===== src/rtl/enm_bullet_pool.sv =====
// enm_bullet_pool: N_ENM enemies x N_DIR fan slots; auto-fire, move, clip, hit detect.
// In: clk22, rst_n, tick, enm_alive/x/y, reimux/y, invuln, dir_en. Out: bullet_v/x/y, hit, hit_cnt.
module enm_bullet_pool #(
  parameter int N_ENM       = 4,
  parameter int N_DIR       = 3,
  parameter int W           = 10,
  parameter int SPEED_V     = 10,
  parameter int SPEED_D     = 7,
  parameter int FIRE_PERIOD = 16,
  parameter int XMIN        = 8,
  parameter int XMAX        = 432,
  parameter int YMIN        = 8,
  parameter int YMAX        = 472,
  parameter int HIT_L       = 10,
  parameter int HIT_R       = 12,
  parameter int HIT_Y       = 11
) (
  input  logic                     clk22,
  input  logic                     rst_n,
  input  logic                     tick,
  input  logic [N_ENM-1:0]         enm_alive,
  input  logic [N_ENM*W-1:0]       enm_x,
  input  logic [N_ENM*W-1:0]       enm_y,
  input  logic [W-1:0]             reimux,
  input  logic [W-1:0]             reimuy,
  input  logic                     invuln,
  input  logic [N_DIR-1:0]         dir_en,
  output logic [N_ENM*N_DIR-1:0]   bullet_v,
  output logic [N_ENM*N_DIR*W-1:0] bullet_x,
  output logic [N_ENM*N_DIR*W-1:0] bullet_y,
  output logic                     hit,
  output logic [7:0]               hit_cnt
);

  localparam int NS   = N_ENM * N_DIR;
  localparam int CW   = $clog2(FIRE_PERIOD);
  localparam int HALF = (N_DIR - 1) / 2;

  typedef logic signed [W+1:0] sw_t;
  typedef enum logic [1:0] {IDLE, COOL, FIRE} st_e;

  st_e           st_q  [N_ENM];
  st_e           st_d  [N_ENM];
  logic [CW-1:0] cnt_q [N_ENM];
  logic [CW-1:0] cnt_d [N_ENM];
  logic [N_ENM-1:0] fire;

  logic [NS-1:0] v_q, v_d;
  logic [NS-1:0] in_box, out_f;
  logic [W-1:0]  x_q [NS];
  logic [W-1:0]  x_d [NS];
  logic [W-1:0]  y_q [NS];
  logic [W-1:0]  y_d [NS];
  sw_t           bx  [NS];
  sw_t           by  [NS];
  sw_t           nx  [NS];
  sw_t           ny  [NS];

  logic       any_hit;
  logic       hit_q, hit_d;
  logic [7:0] hit_cnt_q, hit_cnt_d;
  sw_t        px, py;

  // Widened signed so the hitbox edges and step results never wrap.
  assign px = sw_t'({2'b00, reimux});
  assign py = sw_t'({2'b00, reimuy});

  always_comb begin
    for (int e = 0; e < N_ENM; e++) begin
      st_d[e]  = st_q[e];
      cnt_d[e] = cnt_q[e];
      fire[e]  = 1'b0;
      if (!enm_alive[e]) begin
        st_d[e]  = IDLE;
        cnt_d[e] = '0;
      end else if (tick) begin
        unique case (st_q[e])
          IDLE: begin
            st_d[e]  = COOL;
            cnt_d[e] = CW'(FIRE_PERIOD - 1);
          end
          COOL: begin
            if (cnt_q[e] == '0) st_d[e] = FIRE;
            else cnt_d[e] = cnt_q[e] - 1'b1;
          end
          FIRE: begin
            fire[e]  = 1'b1;
            cnt_d[e] = CW'(FIRE_PERIOD - 1);
            st_d[e]  = COOL;
          end
          default: st_d[e] = IDLE;
        endcase
      end
    end
  end

  always_comb begin
    for (int s = 0; s < NS; s++) begin
      bx[s] = sw_t'({2'b00, x_q[s]});
      by[s] = sw_t'({2'b00, y_q[s]});
      nx[s] = bx[s] + sw_t'((s % N_DIR - HALF) * SPEED_D);
      ny[s] = by[s] + sw_t'(((s % N_DIR) == HALF) ? SPEED_V : SPEED_D);
      in_box[s] = (px - sw_t'(HIT_L) < bx[s]) &&
                  (bx[s] < px + sw_t'(HIT_R)) &&
                  (py - sw_t'(HIT_Y) < by[s]) &&
                  (by[s] < py + sw_t'(HIT_Y));
      out_f[s]  = (nx[s] < sw_t'(XMIN)) ||
                  (nx[s] > sw_t'(XMAX)) ||
                  (ny[s] < sw_t'(YMIN)) ||
                  (ny[s] > sw_t'(YMAX));
    end
  end

  // Hit test uses the pre-move position; a freshly spawned slot
  // skips both hit and move on its spawn tick.
  always_comb begin
    any_hit = 1'b0;
    for (int s = 0; s < NS; s++) begin
      v_d[s] = v_q[s];
      x_d[s] = x_q[s];
      y_d[s] = y_q[s];
      if (!enm_alive[s / N_DIR]) begin
        v_d[s] = 1'b0;
        x_d[s] = '0;
        y_d[s] = '0;
      end else if (tick) begin
        if (v_q[s]) begin
          if (in_box[s] && !invuln) begin
            v_d[s]  = 1'b0;
            any_hit = 1'b1;
          end else if (out_f[s]) begin
            v_d[s] = 1'b0;
          end else begin
            x_d[s] = nx[s][W-1:0];
            y_d[s] = ny[s][W-1:0];
          end
        end else if (fire[s / N_DIR] && dir_en[s % N_DIR]) begin
          v_d[s] = 1'b1;
          x_d[s] = enm_x[(s / N_DIR) * W +: W];
          y_d[s] = enm_y[(s / N_DIR) * W +: W];
        end
      end
    end
  end

  always_comb begin
    hit_d     = any_hit;
    hit_cnt_d = hit_cnt_q;
    if (any_hit && hit_cnt_q != 8'hFF) hit_cnt_d = hit_cnt_q + 8'd1;
  end

  always_ff @(posedge clk22 or negedge rst_n) begin
    if (!rst_n) begin
      for (int e = 0; e < N_ENM; e++) begin
        st_q[e]  <= IDLE;
        cnt_q[e] <= '0;
      end
      for (int s = 0; s < NS; s++) begin
        x_q[s] <= '0;
        y_q[s] <= '0;
      end
      v_q       <= '0;
      hit_q     <= 1'b0;
      hit_cnt_q <= '0;
    end else begin
      for (int e = 0; e < N_ENM; e++) begin
        st_q[e]  <= st_d[e];
        cnt_q[e] <= cnt_d[e];
      end
      for (int s = 0; s < NS; s++) begin
        x_q[s] <= x_d[s];
        y_q[s] <= y_d[s];
      end
      v_q       <= v_d;
      hit_q     <= hit_d;
      hit_cnt_q <= hit_cnt_d;
    end
  end

  always_comb begin
    for (int s = 0; s < NS; s++) begin
      bullet_x[s*W +: W] = x_q[s];
      bullet_y[s*W +: W] = y_q[s];
    end
  end

  assign bullet_v = v_q;
  assign hit      = hit_q;
  assign hit_cnt  = hit_cnt_q;

endmodule


===== config.mk =====
export PLATFORM = sky130hd
export DESIGN_NAME = enm_bullet_pool
export DESIGN_NICKNAME = d
export VERILOG_FILES = /design/src/rtl/enm_bullet_pool.sv
export SDC_FILE = /design/constraint.sdc
export NUM_CORES = 1
export LEC_CHECK = 0
export BUFFER_PORTS_ARGS = -buffer_cell sky130_fd_sc_hd__buf_2
export CAP_MARGIN = 40
export CORE_MARGIN = 3
export CORE_UTILIZATION = 30
export DETAILED_ROUTE_END_ITERATION = 8
export PLACE_DENSITY_LB_ADDON = 0.3
export SLEW_MARGIN = 0
export SYNTH_ARGS = -nofsm -noshare
export SYNTH_HDL_FRONTEND = slang
export SYNTH_SLANG_ARGS = --single-unit

===== constraint.sdc =====
create_clock -name clk22 -period 5.8 [get_ports clk22]
set_input_delay 0.29 -clock clk22 [delete_from_list [all_inputs] [get_ports clk22]]
set_output_delay 0.29 -clock clk22 [all_outputs]
set_load 0.01 [all_outputs]

==> results of run 1 <==
-- final timing paths --
path | slack (ns) | from | endpoint | cells past startpoint
worst max-delay path | 1.11 | reimuy[0] | hit_cnt[1] | 18
worst min-delay path | 0.02 | enm_y[25] | bullet_y[65] | 3
worst max register to register | 1.40 | bullet_x[111] | bullet_x[113] | 13
worst min register to register | 0.50 | hit_cnt[6] | hit_cnt[6] | 1
max in group asynchronous | 4.20 | rst_n | bullet_y[57] | 3
min in group asynchronous | 0.34 | rst_n | bullet_x[114] | 2
-- worst max-delay path, delay by kind of cell --
| family | cells | cell delay [ns] |
|---|---|---|
| compound gates | 6 | 1.23 |
| simple gates | 4 | 0.93 |
| fa+ha+maj | 3 | 0.87 |
| buf+inv | 3 | 0.65 |
| mux | 1 | 0.33 |
| xor+xnor | 1 | 0.80 |
-- metal layers --
layer / wire length, um / up-vias
met3: 12740 / 293
met2: 58960 / 1492
met5: 92 / -
li1: - / 14730
met4: 6762 / 16
met1: 60710 / 15671
-- where the power goes --
part | switching (mW) | internal, mW
Clock | 1.04 | 1.43
Sequential | 0.137 | 2.05
Combinational | 1.12 | 0.629
Total | 2.29 | 4.11
-- registers in the layout, summed over array words and instances, names as in the netlist --
signal and count:
bullet_x 120, bullet_y 120, cnt_q 16, bullet_v 12, hit_cnt 8, st_q 8, hit 1
-- area by class of cell --
type	instances	share of cell area [%]
tap	1276	4.568
clock inverter	7	0.2005
inverter	279	2.996
timing repair buffer	495	8.380
sequential	285	20.41
clock buffer	62	3.361
multi-input combinational	2963	59.99
antenna	14	0.1002
-- per-stage QoR --
stage / util, % / setup slack (ns) / hold WS, ns
6_report: 35.88 / 1.113 / 0.02013
5_1_grt: 35.84 / 0.8495 / 0.02155
4_1_cts: 35.84 / 1.236 / 0.001167
3_5_place_dp: 34.34 / 0.6465 / 0.4060
3_3_place_gp: 34.18 / 0.7241 / 0.4080
2_1_floorplan: - / 1.412 / -0.005591
-- cell families (layout without fill, tap and decap cells) --
group	count (synthesis)	in the layout	share of synthesized area, %
AO/OA/AOI/OAI	1247	1247	28.07
AND/OR/NAND/NOR	1134	1134	18.58
buffers and inverters	475	843	6.275
adder cells (fa/ha/maj)	445	445	18.70
flip-flops	285	285	24.02
XOR/XNOR	87	87	2.592
multiplexers	50	50	1.753
other	0	14	0
-- Yosys cell counts, types with 69 or more instances --
cell,n
ha_1,439
nand2_1,326
a21oi_1,310
dfrtp_1,285
inv_1,274
o21ai_0,259
nor2_1,230
clkbuf_1,150
nand3_1,127
nor3_1,112
a31oi_1,73
o31ai_1,70
nand4_1,69
==> results.json, run 1 <==
{
  "synth-edff-count": 0,
  "grt_use_met2_pct": 39.21,
  "netlist_area_um2": 29690,
  "grt_first_pass_wirelength_um": 204200,
  "placedCellCount": 5276,
  "synth_nets": 4273,
  "cts_root_buf": "clkbuf_16",
  "critPathSlowestCell": "xor2_2",
  "post_cts_buffers": 0,
  "drc": 0,
  "grt-busiest-layer": "met2",
  "clock-sinks": 285,
  "report.final.slew_viol_count": 0,
  "drtPass1Iterations": 6,
  "syn_area_per_cell_um2": 7.975,
  "numCtsBuffers": 40,
  "fin_nets": 4614,
  "drive_above_1_share_pct": 15.28,
  "layout_common_cells": "439 x ha_1, 371 x buf_2, 326 x nand2_1",
  "setup.worst_path.start_class": "primary input",
  "cpPeakStageDelay_ns": 0.80,
  "synth_area_leader_cell": "dfrtp_1",
  "worstSetupEndpointType": "flop",
  "synth_top_area_share_pct": 24.02,
  "clock_path_buffers": 3,
  "die_y_um": 320.6,
  "status": "finished clean",
  "cts.htree.levels": 2,
  "row_count": 114,
  "synth_cell_types": 99,
  "min_period_ns": 4.687,
  "power_mw": 6.403,
  "hpwlAfterDp_um": 106400,
  "setup_viol": 0,
  "power.density_nw_per_um2": 183.2,
  "cts_tree": "built",
  "grt_max_degree": 104,
  "hold_buffers": 22,
  "routed_via_density": 5.984,
  "regArea_um2": 7133,
  "arrival_ns": 5.15,
  "start_util_pct": 30.48,
  "synthFlopType": "dfrtp_1",
  "met3_usage_pct": 6.316,
  "vias": 32202,
  "syn_to_final_growth_pct": 17.73,
  "fin_setup_tns_ns": 0,
  "max_freq_ghz": 0.2134,
  "hold_viol_final": 0,
  "grtUsageMet1_pct": 35.72,
  "seq_area_frac_synth_pct": 24.02,
  "hp-class": "primary input to flop",
  "synth-seq-cells": 285,
  "cp_common_cell": "ha_1",
  "drt-initial-drc-count": 3415,
  "critPathMaxFanout": 8,
  "finClkSkew_ns": 0.01294,
  "worst_pin_slew_ns": 0.9965,
  "rsz0062_at_grt": "false",
  "worst_ep_required_time_ns": 6.27,
  "die_w_um": 320.6,
  "max-cap-violations": 0,
  "synth_area_leaders": "dfrtp_1 24%, ha_1 19%, a21oi_1 5.2%",
  "grt.total_usage_pct": 26.16,
  "postRouteAntennaNets": 0,
  "cp_cell_sequence": "buf_2, inv_1, ha_1, nor2b_1, nor2_1, xor2_2, buf_4, ha_1, o21a_1, o21ai_0, a22oi_1, maj3_1, a41oi_1, nand4_1, o31ai_1, nor3_2, a21boi_2, mux2_1",
  "fillers": 10235,
  "multiInputGateArea_um2": 20970,
  "syn_inst": 3723,
  "grt_pass1_vias": 29885,
  "relSlewSlack_pct": 33.51,
  "gp_congestion": 0.9572,
  "antenna_found_initial": 24,
  "wire_per_inst_um": 25.88,
  "final-instance-count-excl-fill": 5381,
  "io_pins": 372,
  "dieArea_um2": 102800,
  "ir_drop_mv": 0.1902,
  "fin_crit_sh_pct": 80.80,
  "final_common_cell": "ha_1",
  "stdcell_area_um2": 34950,
  "clock_latency_ns": 0.59,
  "place.port_buffers": 371,
  "clkSlewWorstSetupHoldPaths_ns": 0.06,
  "power_leakage_nw": 15.27,
  "gr-total-overflow": 0,
  "post_cts_resized": 0,
  "crit_type": "primary input to flop",
  "ys_async_sr_fraction_pct": 100.0,
  "totalWireLength_um": 139300,
  "yosys_warnings": 0,
  "core_um2": 97420,
  "dpl_cell_area_um2": 33450
}
(Power assumes the default switching activity.)
==> run 2, diff against run 1 <==
==> constraint.sdc (replaced) <==
create_clock -name clk22 -period 3.9 [get_ports clk22]
set_input_delay 0.195 -clock clk22 [delete_from_list [all_inputs] [get_ports clk22]]
set_output_delay 0.195 -clock clk22 [all_outputs]
set_load 0.01 [all_outputs]
==> run 2 against run 1 <==
  * Die area did not move
  * Setup slack worse by 0.94 ns
  * Final area increased by 8.5%
  * Clock power grew 59%
  * First-iteration DRC count is 5.7% lower
  * Core utilization grew 3.0 points
  * Via count rose by 2.0%
  * Sequential share of layout area is 1.6 points lower
  * Largest cell class unchanged
  * Highest routed layer unchanged
==> results.json, run 2 (synthesis gave the netlist of run 1 again) <==
{
  "cp-endpoint": "hit_cnt[1]",
  "arrival_ns": 4.21,
  "fin_nets": 4922,
  "grt_pass1_vias": 31030,
  "met3_usage_pct": 5.149,
  "clock_path_buffers": 3,
  "gr-total-overflow": 0,
  "crit_path_start": "reimux[2]",
  "p_comb_share_pct": 29.1,
  "grt_use_met2_pct": 41.21,
  "worst_ep_required_time_ns": 4.38,
  "totalWireLength_um": 140100,
  "clock-sinks": 285,
  "relSlewSlack_pct": 36.74,
  "hp-class": "primary input to flop",
  "crit_type": "primary input to flop",
  "syn_to_final_growth_pct": 27.71,
  "clock_latency_ns": 0.60,
  "seqPwrFrac_pct": 32.0,
  "hold_viol_final": 0,
  "final-instance-count-excl-fill": 5682,
  "power.internal_mw": 6.553,
  "row_count": 114,
  "fin_crit_sh_pct": 95.55,
  "cts.htree.levels": 2,
  "regArea_um2": 7132,
  "ff2ff_setup_slack_ns": 0.34,
  "grtUsageMet1_pct": 34.78,
  "ir_drop_mv": 0.2548,
  "cpPeakStageDelay_ns": 0.61,
  "power_leakage_nw": 16.94,
  "status": "finished clean",
  "hpwlAfterDp_um": 110100,
  "rsz0062_at_grt": "false",
  "report.final.slew_viol_count": 0,
  "start_util_pct": 30.48,
  "grt_max_degree": 91,
  "core_um2": 97420,
  "worstSetupEndpointType": "flop",
  "drtPass1Iterations": 9,
  "routed_via_density": 5.784,
  "r2r_end": "bullet_x[116]",
  "max-cap-violations": 0,
  "postRouteAntennaNets": 0,
  "p_sw_share_pct": 34.93,
  "numCtsBuffers": 40,
  "grt_first_pass_wirelength_um": 205400,
  "place.port_buffers": 371,
  "worst_pin_slew_ns": 0.9402,
  "final_common_cell": "ha_1",
  "critPathSlowestCell": "or4_4",
  "min_period_ns": 3.727,
  "critPathMaxFanout": 8,
  "drc": 0,
  "drt-initial-drc-count": 3219,
  "stdcell_area_um2": 37920,
  "placedCellCount": 5523,
  "antenna_found_initial": 7,
  "multiInputGateArea_um2": 21080,
  "grt-busiest-layer": "met2",
  "fillers": 10071,
  "cp_top_family": "compound AO/OA/AOI/OAI gates",
  "path_buf_inv": 4,
  "finClkSkew_ns": 0.03422,
  "cts_root_buf": "clkbuf_16",
  "wire_per_inst_um": 24.66,
  "power.net_switching_mw": 3.518,
  "clkSlewWorstSetupHoldPaths_ns": 0.06,
  "dpl_cell_area_um2": 35670,
  "setup_viol": 0,
  "dieArea_um2": 102800,
  "cp_cell_sequence": "clkbuf_4, inv_2, ha_2, a2111oi_4, buf_4, nand2_2, xnor2_4, ha_4, a2111oi_2, o21ai_1, o221ai_1, nand4_1, or4_4, o211ai_4, o41ai_4, buf_12, a21boi_2, mux2_1",
  "cts_tree": "built",
  "die_w_um": 320.6,
  "vias": 32862,
  "io_pins": 372,
  "setup.worst_path.start_class": "primary input",
  "grt.total_usage_pct": 26.25,
  "power.density_nw_per_um2": 265.6,
  "r2r_cells": 14,
  "reg2reg_from": "bullet_x[111]",
  "die_y_um": 320.6,
  "gp_congestion": 0.9567,
  "cp.depth": 18,
  "drive_above_1_share_pct": 20.50,
  "max_freq_ghz": 0.2683,
  "clkPwrFrac_pct": 38.9,
  "layout_common_cells": "435 x ha_1, 370 x buf_2, 325 x nand2_1"
}
==> run 2: how the worst min path moves through the flow <==
stage | startpoint | endpoint | slack (ns) | depth (start not counted)
floorplan | rst_n | bullet_v[0] | -0.10 | 0
global placement | rst_n | cnt_q[2] | 0.33 | 1
detailed placement | rst_n | cnt_q[2] | 0.33 | 1
CTS | enm_alive[0] | cnt_q[15] | 0.00006 | 3
global route | enm_y[7] | bullet_y[7] | 0.04 | 3
finish | enm_y[7] | bullet_y[7] | 0.03 | 3
==> run 2: layout make-up <==
| type | count | area share [%] |
|---|---|---|
| Multi-Input combinational cell | 2963 | 55.60 |
| Sequential cell | 285 | 18.81 |
| Timing Repair Buffer | 803 | 14.98 |
| Tap cell | 1276 | 4.211 |
| Clock buffer | 59 | 3.227 |
| Inverter | 279 | 2.772 |
| Clock inverter | 15 | 0.3861 |
| Antenna cell | 2 | 0.01320 |
==> run 2: timing repair <==
action                     4_1_cts  5_1_grt
resized for setup                0       12
hold endpoints to repair       214        0
hold buffers                    80        0
buffers inserted                 0        3
setup endpoints to repair        0       34
==> run 2: per-stage QoR <==
step / utilization [%] / total power [mW] / setup TNS [ns] / hold slack, ns / setup WS (ns)
5_1_grt: 38.92 / 10.54 / 0 / 0.03892 / 0.007705
4_1_cts: 38.84 / 10.10 / 0 / 0.00006462 / 0.1060
6_report: 38.92 / 10.07 / 0 / 0.02614 / 0.1734
3_3_place_gp: 36.56 / 6.039 / -33.71 / 0.3294 / -0.5952
3_5_place_dp: 36.61 / 6.082 / -26.15 / 0.3335 / -0.5235
2_1_floorplan: - / 4.704 / -0.02402 / -0.1006 / -0.02402
==> run 2: power groups by stage <==
stage	clock network (mW)	logic, mW	registers [mW]
6_report	3.92	2.93	3.23
2_1_floorplan	0	1.46	3.24
3_5_place_dp	0	2.81	3.28
4_1_cts	3.99	2.89	3.22
3_3_place_gp	0	2.76	3.27
5_1_grt	4.09	3.20	3.24
==> run 2: per-layer routing <==
layer / share of wire, % / vias up
met2: 44 / 1397
li1: - / 15290
met4: 5.1 / 6
met3: 7.6 / 317
met5: 0.024 / -
met1: 43 / 15852
==> run 2: worst register-to-register path, cell delays in order (launching register included) <==
cell and delay, ns:
dfrtp_1 0.47, inv_1 0.14, ha_1 0.24, nor2b_1 0.36
nand4_1 0.15, a21o_1 0.17, a222oi_1 0.30, a31oi_1 0.13
a2111oi_0 0.42, buf_4 0.19, o2111a_1 0.20, nor2_1 0.08
buf_4 0.19, buf_4 0.14, o221a_2 0.27
